`config.mk`:
```
export PLATFORM = sky130hd
export DESIGN_NAME = aes_block_sequencer_flat
export DESIGN_NICKNAME = d
export VERILOG_FILES = /design/src/rtl/aes_block_sequencer_if.sv /design/src/rtl/aes_block_sequencer.sv /design/src/flat_wrapper.sv
export SDC_FILE = /design/constraint.sdc
export NUM_CORES = 1
export LEC_CHECK = 0
export ABC_AREA = 1
export ABC_CLOCK_PERIOD_IN_PS = 3600
export CORE_UTILIZATION = 55
export DETAILED_ROUTE_END_ITERATION = 10
export HOLD_SLACK_MARGIN = 0.12
export PLACE_DENSITY = 0.91
export SLEW_MARGIN = 10
export SYNTH_ARGS = -nofsm -noshare
export SYNTH_HDL_FRONTEND = slang
export SYNTH_SLANG_ARGS = --single-unit
```
`constraint.sdc`:
```
create_clock -name clk -period 3.6 [get_ports clk]
set_input_delay 0.9 -clock clk [delete_from_list [all_inputs] [get_ports clk]]
set_output_delay 0.9 -clock clk [all_outputs]
set_load 0.03 [all_outputs]
```
`src/rtl/aes_block_sequencer_if.sv`:
```
// Streamer bus between the AES block sequencer and its source/sink streamers.
// master: sequencer side (drives requests, addresses, sink strobe).
// slave : streamer side (drives ready/done handshakes).
interface aes_block_sequencer_if #(
  parameter int unsigned ADDR_W     = 32,
  parameter int unsigned WORD_BYTES = 4
);
  logic                  src_req_o;
  logic [ADDR_W-1:0]     src_addr_o;
  logic                  src_ready_i;
  logic                  src_done_i;
  logic                  snk_req_o;
  logic [ADDR_W-1:0]     snk_addr_o;
  logic [WORD_BYTES-1:0] snk_strb_o;
  logic                  snk_ready_i;
  logic                  snk_done_i;

  modport master (
    output src_req_o, src_addr_o, snk_req_o, snk_addr_o, snk_strb_o,
    input  src_ready_i, src_done_i, snk_ready_i, snk_done_i
  );

  modport slave (
    input  src_req_o, src_addr_o, snk_req_o, snk_addr_o, snk_strb_o,
    output src_ready_i, src_done_i, snk_ready_i, snk_done_i
  );
endinterface

```
`src/rtl/aes_block_sequencer.sv`:
```
// AES HWPE block sequencer: splits a byte-length job into AES blocks, and per
// block fetches words from the source streamer, runs the engine and writes the
// result through the sink streamer. The final partial block uses a reduced
// word count and a partial byte strobe on the very last word.
// Ports:
//   clk, reset (sync, active-high), clear (sync soft clear)
//   start_i, byte_length_i, in_base_i, out_base_i : job command
//   busy_o, done_o, blocks_done_o                 : job status
//   strm (master)                                 : source/sink streamer bus
//   word_idx_o, eng_load_o, eng_clear_o, eng_start_o, eng_done_i,
//   eng_nwords_o                                  : engine control
module aes_block_sequencer #(
  parameter int unsigned WORD_BYTES      = 4,
  parameter int unsigned WORDS_PER_BLOCK = 4,
  parameter int unsigned ADDR_W          = 32,
  parameter int unsigned CNT_W           = 16,
  localparam int unsigned WIDX_W = (WORDS_PER_BLOCK > 1) ? $clog2(WORDS_PER_BLOCK) : 1,
  localparam int unsigned NW_W   = $clog2(WORDS_PER_BLOCK) + 1
) (
  input  logic               clk,
  input  logic               reset,
  input  logic               clear,
  input  logic               start_i,
  input  logic [31:0]        byte_length_i,
  input  logic [ADDR_W-1:0]  in_base_i,
  input  logic [ADDR_W-1:0]  out_base_i,
  output logic               busy_o,
  output logic               done_o,
  output logic [CNT_W-1:0]   blocks_done_o,
  aes_block_sequencer_if.master strm,
  output logic [WIDX_W-1:0]  word_idx_o,
  output logic               eng_load_o,
  output logic               eng_clear_o,
  output logic               eng_start_o,
  input  logic               eng_done_i,
  output logic [NW_W-1:0]    eng_nwords_o
);
  localparam int unsigned BLOCK_BYTES = WORD_BYTES * WORDS_PER_BLOCK;

  typedef enum logic [3:0] {
    IDLE, LOAD, RD_REQ, RD_WAIT, ENG_START, ENG_WAIT,
    WR_REQ, WR_WAIT, BLK_NEXT, DONE
  } state_t;

  state_t              state;
  logic [31:0]         len_q;
  logic [31:0]         rem_q;      // bytes left from the current block onward
  logic [ADDR_W-1:0]   in_base_q;
  logic [ADDR_W-1:0]   out_base_q;
  logic [ADDR_W-1:0]   blk_off_q;  // blk * BLOCK_BYTES, kept incrementally
  logic [WIDX_W-1:0]   word_q;
  logic [CNT_W-1:0]    blk_cnt_q;

  logic [NW_W-1:0]       nw;
  logic                  last_word;
  logic                  last_blk;
  logic [31:0]           tail;
  logic [ADDR_W-1:0]     word_off;
  logic [WORD_BYTES-1:0] strb;

  always_comb begin
    if (rem_q >= 32'(BLOCK_BYTES)) nw = NW_W'(WORDS_PER_BLOCK);
    else                           nw = NW_W'((rem_q + 32'(WORD_BYTES - 1)) / 32'(WORD_BYTES));
  end

  assign last_word = (NW_W'(word_q) + NW_W'(1)) == nw;
  // rem_q is nonzero in every active block, so this matches blk+1 == ceil(len/BLOCK_BYTES)
  assign last_blk  = rem_q <= 32'(BLOCK_BYTES);
  assign tail      = len_q & 32'(WORD_BYTES - 1);
  assign word_off  = ADDR_W'(word_q) * ADDR_W'(WORD_BYTES);

  always_comb begin
    strb = '1;
    if ((state == WR_REQ || state == WR_WAIT) && last_blk && last_word && tail != '0) begin
      for (int unsigned i = 0; i < WORD_BYTES; i++) strb[i] = (32'(i) < tail);
    end
  end

  always_ff @(posedge clk) begin
    if (reset || clear) begin
      state      <= IDLE;
      len_q      <= '0;
      rem_q      <= '0;
      in_base_q  <= '0;
      out_base_q <= '0;
      blk_off_q  <= '0;
      word_q     <= '0;
      blk_cnt_q  <= '0;
    end else begin
      case (state)
        IDLE: if (start_i) begin
          len_q      <= byte_length_i;
          rem_q      <= byte_length_i;
          in_base_q  <= in_base_i;
          out_base_q <= out_base_i;
          blk_off_q  <= '0;
          word_q     <= '0;
          blk_cnt_q  <= '0;
          state      <= LOAD;
        end
        LOAD:    state <= (len_q == '0) ? DONE : RD_REQ;
        RD_REQ:  if (strm.src_ready_i) state <= RD_WAIT;
        RD_WAIT: if (strm.src_done_i) begin
          if (last_word) begin
            word_q <= '0;
            state  <= ENG_START;
          end else begin
            word_q <= word_q + WIDX_W'(1);
            state  <= RD_REQ;
          end
        end
        ENG_START: state <= ENG_WAIT;
        ENG_WAIT:  if (eng_done_i) state <= WR_REQ;
        WR_REQ:    if (strm.snk_ready_i) state <= WR_WAIT;
        WR_WAIT: if (strm.snk_done_i) begin
          if (last_word) begin
            word_q <= '0;
            state  <= BLK_NEXT;
          end else begin
            word_q <= word_q + WIDX_W'(1);
            state  <= WR_REQ;
          end
        end
        BLK_NEXT: begin
          blk_cnt_q <= blk_cnt_q + CNT_W'(1);
          blk_off_q <= blk_off_q + ADDR_W'(BLOCK_BYTES);
          rem_q     <= rem_q - 32'(BLOCK_BYTES);
          state     <= last_blk ? DONE : RD_REQ;
        end
        DONE:    state <= IDLE;
        default: state <= IDLE;
      endcase
    end
  end

  assign busy_o          = state != IDLE;
  assign done_o          = state == DONE;
  assign blocks_done_o   = blk_cnt_q;
  assign word_idx_o      = word_q;
  assign eng_nwords_o    = nw;
  assign eng_load_o      = (state == RD_WAIT) && strm.src_done_i;
  assign eng_clear_o     = (state == IDLE) || (state == BLK_NEXT);
  assign eng_start_o     = state == ENG_START;
  assign strm.src_req_o  = state == RD_REQ;
  assign strm.snk_req_o  = state == WR_REQ;
  assign strm.src_addr_o = in_base_q + blk_off_q + word_off;
  assign strm.snk_addr_o = out_base_q + blk_off_q + word_off;
  assign strm.snk_strb_o = strb;
endmodule

```
`src/flat_wrapper.sv`:
```
// flat-port wrapper written by rule: the top's interface ports become plain ports
module aes_block_sequencer_flat 
#(
  parameter int unsigned WORD_BYTES      = 4,
  parameter int unsigned WORDS_PER_BLOCK = 4,
  parameter int unsigned ADDR_W          = 32,
  parameter int unsigned CNT_W           = 16,
  localparam int unsigned WIDX_W = (WORDS_PER_BLOCK > 1) ? $clog2(WORDS_PER_BLOCK) : 1,
  localparam int unsigned NW_W   = $clog2(WORDS_PER_BLOCK) + 1
)
  (clk, reset, clear, start_i, byte_length_i, in_base_i, out_base_i, busy_o, done_o, blocks_done_o, word_idx_o, eng_load_o, eng_clear_o, eng_start_o, eng_done_i, eng_nwords_o, strm_src_req_o, strm_src_addr_o, strm_snk_req_o, strm_snk_addr_o, strm_snk_strb_o, strm_src_ready_i, strm_src_done_i, strm_snk_ready_i, strm_snk_done_i);
  aes_block_sequencer_if #(.ADDR_W(ADDR_W), .WORD_BYTES(WORD_BYTES)) strm_i ();
  input  logic clk;
  input  logic reset;
  input  logic clear;
  input  logic start_i;
  input  logic [31:0] byte_length_i;
  input  logic [ADDR_W-1:0] in_base_i;
  input  logic [ADDR_W-1:0] out_base_i;
  output logic busy_o;
  output logic done_o;
  output logic [CNT_W-1:0] blocks_done_o;
  output logic [WIDX_W-1:0] word_idx_o;
  output logic eng_load_o;
  output logic eng_clear_o;
  output logic eng_start_o;
  input  logic eng_done_i;
  output logic [NW_W-1:0] eng_nwords_o;
  output wire logic [$bits(strm_i.src_req_o)-1:0] strm_src_req_o;
  output wire logic [$bits(strm_i.src_addr_o)-1:0] strm_src_addr_o;
  output wire logic [$bits(strm_i.snk_req_o)-1:0] strm_snk_req_o;
  output wire logic [$bits(strm_i.snk_addr_o)-1:0] strm_snk_addr_o;
  output wire logic [$bits(strm_i.snk_strb_o)-1:0] strm_snk_strb_o;
  input wire logic [$bits(strm_i.src_ready_i)-1:0] strm_src_ready_i;
  input wire logic [$bits(strm_i.src_done_i)-1:0] strm_src_done_i;
  input wire logic [$bits(strm_i.snk_ready_i)-1:0] strm_snk_ready_i;
  input wire logic [$bits(strm_i.snk_done_i)-1:0] strm_snk_done_i;
  assign strm_src_req_o = strm_i.src_req_o;
  assign strm_src_addr_o = strm_i.src_addr_o;
  assign strm_snk_req_o = strm_i.snk_req_o;
  assign strm_snk_addr_o = strm_i.snk_addr_o;
  assign strm_snk_strb_o = strm_i.snk_strb_o;
  assign strm_i.src_ready_i = strm_src_ready_i;
  assign strm_i.src_done_i = strm_src_done_i;
  assign strm_i.snk_ready_i = strm_snk_ready_i;
  assign strm_i.snk_done_i = strm_snk_done_i;
  aes_block_sequencer #(.WORD_BYTES(WORD_BYTES), .WORDS_PER_BLOCK(WORDS_PER_BLOCK), .ADDR_W(ADDR_W), .CNT_W(CNT_W)) u_core (.clk(clk), .reset(reset), .clear(clear), .start_i(start_i), .byte_length_i(byte_length_i), .in_base_i(in_base_i), .out_base_i(out_base_i), .busy_o(busy_o), .done_o(done_o), .blocks_done_o(blocks_done_o), .strm(strm_i), .word_idx_o(word_idx_o), .eng_load_o(eng_load_o), .eng_clear_o(eng_clear_o), .eng_start_o(eng_start_o), .eng_done_i(eng_done_i), .eng_nwords_o(eng_nwords_o));
endmodule
```
# Word-level counts from Yosys, hierarchy flattened
# Cells that the tools add are included.
# W data, S select, Z words.
[totals]
reg_bits = 182
wordCells = 81
input_bits = 105
[op_classes]
eq_ne = 16
muxes = 24
n_reduce_logical = 17
magnitude_cmp = 6
n_addsub = 10
[op_table]
columns = ["cell", "n"]
rows = [
  ["$pmux W32 S2", 2],
  ["$add A32 B32 Y32", 2],
  ["$add A32 B4 Y32", 2],
  ["$mux W32", 2],
  ["$mux W4", 10],
  ["$pmux W4 S9", 1],
  ["$add A32 B5 Y32 const B", 1],
  ["$ge A32 B5 Y1 const B", 1],
  ["$le A32 B5 Y1 const B", 1],
  ["$logic_not A32 Y1", 1],
  ["$pmux W16 S2", 1],
  ["$reduce_bool A32 Y1", 1],
  ["$sub A32 B5 Y32 const B", 1],
  ["$add A16 B1 Y16 const B", 1],
  ["$eq A4 B3 Y1 const B", 4],
  ["$mux W16", 1],
  ["$eq A4 B2 Y1 const B", 2],
  ["$eq A4 B4 Y1 const B", 2],
  ["$mux W2", 4],
  ["$ne A2 B2 Y1 const B", 4],
  ["$mux W3", 2],
  ["$pmux W2 S3", 1],
  ["$reduce_and A6 Y1", 1],
  ["$add A5 B2 Y5 const B", 1],
  ["other kinds (15)", 24],
]

# Longest topological paths before layout
[depth]
word_depth = 6
mapped_depth = 16
ltp_nobuf = 16

# Worst setup path before layout
# No wires, ideal clock.
[synth_timing]
path_kind = "flip-flop to output port"
startpoint = "reg u_core.word_q[1] (netlist: u_core.word_idx_o[1])"
endpoint = "out strm_snk_addr_o[31]"
setup_slack_ps = 58
stages_incl_launch_ff = 10
arrival_ps = 2642
cell_sequence = "dfxtp_1 ha_1 ha_1 a21oi_1 nand2_1 a21oi_1 o21ai_0 a21oi_1 o221ai_1 xnor2_1"
[synth_via]
elab_chain_cells = 1
[synth_lines]
columns = ["element", "line_no", "text"]
rows = [
  ["start, declared", "aes_block_sequencer.sv:51", "logic [WIDX_W-1:0] word_q;"],
  ["start signal, assigned", "aes_block_sequencer.sv:108", "word_q <= word_q + WIDX_W'(1);"],
  ["start signal, assigned", "aes_block_sequencer.sv:120", "word_q <= word_q + WIDX_W'(1);"],
  ["$add A32 B4 Y32", "aes_block_sequencer.sv:147", "assign strm.snk_addr_o = out_base_q + blk_off_q + word_off;"],
  ["end, declared", "flat_wrapper.sv:32", "output wire logic [$bits(strm_i.snk_addr_o)-1:0] strm_snk_addr_o;"],
]
# Every way passes these cells.

# Final worst setup path
[layout_timing]
startpoint = "reg u_core.blk_off_q[17]"
endpoint = "out strm_src_addr_o[28]"
[layout_via]
elab_chain_cells = 2
[layout_lines]
columns = ["element", "line_no", "text"]
rows = [
  ["start, declared", "aes_block_sequencer.sv:50", "logic [ADDR_W-1:0] blk_off_q;"],
  ["start signal, assigned", "aes_block_sequencer.sv:126", "blk_off_q <= blk_off_q + ADDR_W'(BLOCK_BYTES);"],
  ["$add A32 B32 Y32", "aes_block_sequencer.sv:146", "assign strm.src_addr_o = in_base_q + blk_off_q + word_off;"],
  ["$add A32 B4 Y32", "aes_block_sequencer.sv:146", ""],
  ["end, declared", "flat_wrapper.sv:30", "output wire logic [$bits(strm_i.src_addr_o)-1:0] strm_src_addr_o;"],
]
# Every way passes these cells.

==> run_results.csv <==
group,metric,value,unit
critical_path,critPathSlowestCell,"dfxtp_4",
floorplanning,fp.coreArea,21200,µm²
critical_path,path_class,"flip-flop to primary output",
yosys,synth_cell_type_count,49,
timing,rsz0062_at_grt,"true",
detailed_routing,vias_per_cell,6.05,
global_route,grt_pass1_vias,12500,
floorplanning,rows,53,
global_route,grt_pass1_wl,62200,µm
detailed_routing,drt_iter0_markers,1374,
finish,area_delta_synth_final,42.4,%
detailed_routing,drc,0,
run,drv_cap,0,
yosys,syn_area,12000,µm²
detailed_routing,ant_nets,0,
finish,drive_above_1_share,22.7,%
power,power.leakage,7.20,nW
placement,place.gp.congestion,0.950,
timing,maxSlewViolCount,0,
yosys,synthArstFlopShare,0,%
finish,final_cell_mix,"317 x nand2_1, 245 x nor2_1, 150 x inv_1",
finish,layout_commonest_cell,"nand2_1",
detailed_routing,dr_total_vias,13800,
timing,period_share,105,%
placement,dp_slack,0.0993,ns
yosys,synth-seq-cells,178,
global_route,antenna_found_initial,0,
clock_tree,cts_root_buf,"clkbuf_16",
yosys,synth.avg_cell_area,6.82,µm²
critical_path,path_cells,"ha_4 > ha_4 > nand2_2 > nor2_2 > inv_1 > nor3_2 > nand3_1 > nand3_2 > a21o_1 > nand2_1 > nand2_1 > xor2_1 > buf_4",
timing,fin_ws,-0.164,ns
clock_tree,clk-insertion-delay-late,0.45,ns
hold_path,hp-class,"flip-flop to flip-flop",
clock_tree,h-tree-depth,4,
global_route,grt_overflow,0,
clock_tree,clock_path_buffers,2,
power,peakVddDrop,0.000323,V
yosys,ys_seq_area_share,29.8,%
timing,fin_skew,0.0155,ns
yosys,synth_top_cell_by_area,"dfxtp_1",
critical_path,critPathMaxStageDelay,0.39,ns
yosys,ys_top_cells_by_area,"dfxtp_1 30%, ha_1 13%, nand2_1 11%",
timing,min_period,3.76,ns
placement,place_hpwl,28300,µm
critical_path,crit_required,2.70,ns
yosys,synthCells,1752,
clock_tree,clkSinkCount,178,
floorplanning,die_h,149,µm
finish,num_antenna_cells,0,
finish,final_cells,2283,
floorplanning,io_pins,201,
detailed_routing,firstDrtPassIters,7,
placement,placed_cells,2220,
timing,setup_viol,11,
yosys,synth_edf_count,0,
yosys,synth_top_flop_cell,"dfxtp_1",
floorplanning,dieWidth,149,µm
yosys,synth_top_cell_area_share,29.8,%
critical_path,arrival,2.86,ns
global_route,grt_max_degree,99,
critical_path,critPathCaptureType,"primary output",
clock_tree,holdBufCountCts,0,
timing,max_freq,266,MHz
placement,io_buffer_count,199,
status,violations,"setup timing",
detailed_routing,wl,44200,µm
critical_path,startpoint_type,"flip-flop",
detailed_routing,wl_per_cell,19.4,µm
critical_path,crit_fanout,6,
floorplanning,initial_core_util,56.5,%
finish,nets,2221,
yosys,yosys_warnings,0,
status,outcome,"complete, but fails checks",
finish,nFillCells,1356,
timing,slew_headroom,37.3,%
power,powerDensity,297,nW/µm²
global_route,grt.total_usage,35.3,%
clock_tree,clkTransAtPathRegs,0.07,ns
floorplanning,die_area,22300,µm²
timing,hold_viol,0,
timing,finalSetupTns,-0.475,ns
timing,tightestPinTransition,0.941,ns
clock_tree,cts_tree,"yes",
clock_tree,cts_made_buffers,17,
## sequential cells by signal, indices dropped and copies added, names as in the netlist
name / cells
u_core.len_q: 32
u_core.rem_q: 32
u_core.word_idx_o: 2
u_core.out_base_q: 32
u_core.blocks_done_o: 16
u_core.in_base_q: 32
u_core.blk_off_q: 28
u_core.state: 4
## power by group
part           switching (mW)  internal [mW]  leakage (nW)  total, mW
Clock                   0.999           1.02         0.300       2.02
Sequential             0.0573           2.02          1.47       2.07
Combinational           0.572          0.396          5.43      0.968
Total                    1.63           3.43          7.20       5.06
## layer usage
metal | global-route usage [%] | share of wire (%)
met3 | 5.82 | 11
met2 | 58.5 | 47
met1 | 45.2 | 38
met5 | 0 | 0
met4 | 14.5 | 5.1
## logic make-up after synthesis
kind of cell    share of synthesized area, %
buf+inv                                 7.08
flops                                   29.8
compound gates                          17.5
fa+ha+maj                               12.7
other cells                           0.0628
xor+xnor                                5.20
simple gates                            27.7
## worst max-delay path: cells and delay by family, from the launching register on
family	cells	cell delay, ns
adder cells (fa/ha/maj)	2	0.56
buffers and inverters	2	0.28
flip-flops	1	0.39
AO/OA/AOI/OAI	1	0.17
AND/OR/NAND/NOR	7	0.86
XOR/XNOR	1	0.16
## final timing paths
path | startpoint | to | slack (ns) | cells after the start
setup / recovery | u_core.blk_off_q[17] | strm_src_addr_o[28] | -0.16 | 13
hold reg to reg | u_core.len_q[2] | u_core.len_q[2] | 0.46 | 2
setup reg to reg | u_core.blk_off_q[5] | u_core.blk_off_q[24] | 0.88 | 18
hold / removal | u_core.len_q[2] | u_core.len_q[2] | 0.46 | 2
## cell usage after synthesis (4+ instances only)
library cell,count
nor4_1,8
o221ai_1,6
inv_1,151
nand2_1,357
o211ai_1,7
nor3_1,26
nand2_2,4
a221oi_1,5
xor2_1,50
nor2_4,6
buf_4,5
nand4_1,31
o21bai_1,5
xnor2_1,21
nor2_1,271
o21a_1,5
a21oi_1,167
a31oi_1,16
o21ai_0,135
buf_2,15
clkbuf_1,37
nand3b_1,5
nand3_1,61
dfxtp_1,178
ha_1,121
a21o_1,5
nor2_2,7
a211oi_1,9
## through the flow
stage	instance area (µm²)	power [mW]	util, %	hold WS (ns)
final	17000	5.06	80.5	0.463
after global routing	17000	5.20	80.5	0.479
after CTS	16000	4.95	75.5	0.463
after detailed placement	14400	2.96	67.8	0.452
after global placement	14400	2.94	67.8	0.449
after floorplan	12000	2.62	-	0.440
## area by class of cell
| class | instances | area (µm²) | share of cell area [%] |
|---|---|---|---|
| clock buffers | 17 | 425 | 2.50 |
| clock inverters | 15 | 208 | 1.22 |
| inverters | 155 | 587 | 3.45 |
| multi-input cells | 1360 | 9220 | 54.2 |
| flip-flops and latches | 178 | 3660 | 21.5 |
| well taps | 275 | 344 | 2.02 |
| repair buffers | 283 | 2580 | 15.1 |
## what timing repair did
action | in CTS | in global routing
buffers inserted | 16 | 15
resized for setup | 170 | 214
endpoints found under the setup margin | 52 | 44
pin swaps | 34 | 73
Note: power is estimated with default switching activity, not from simulation.
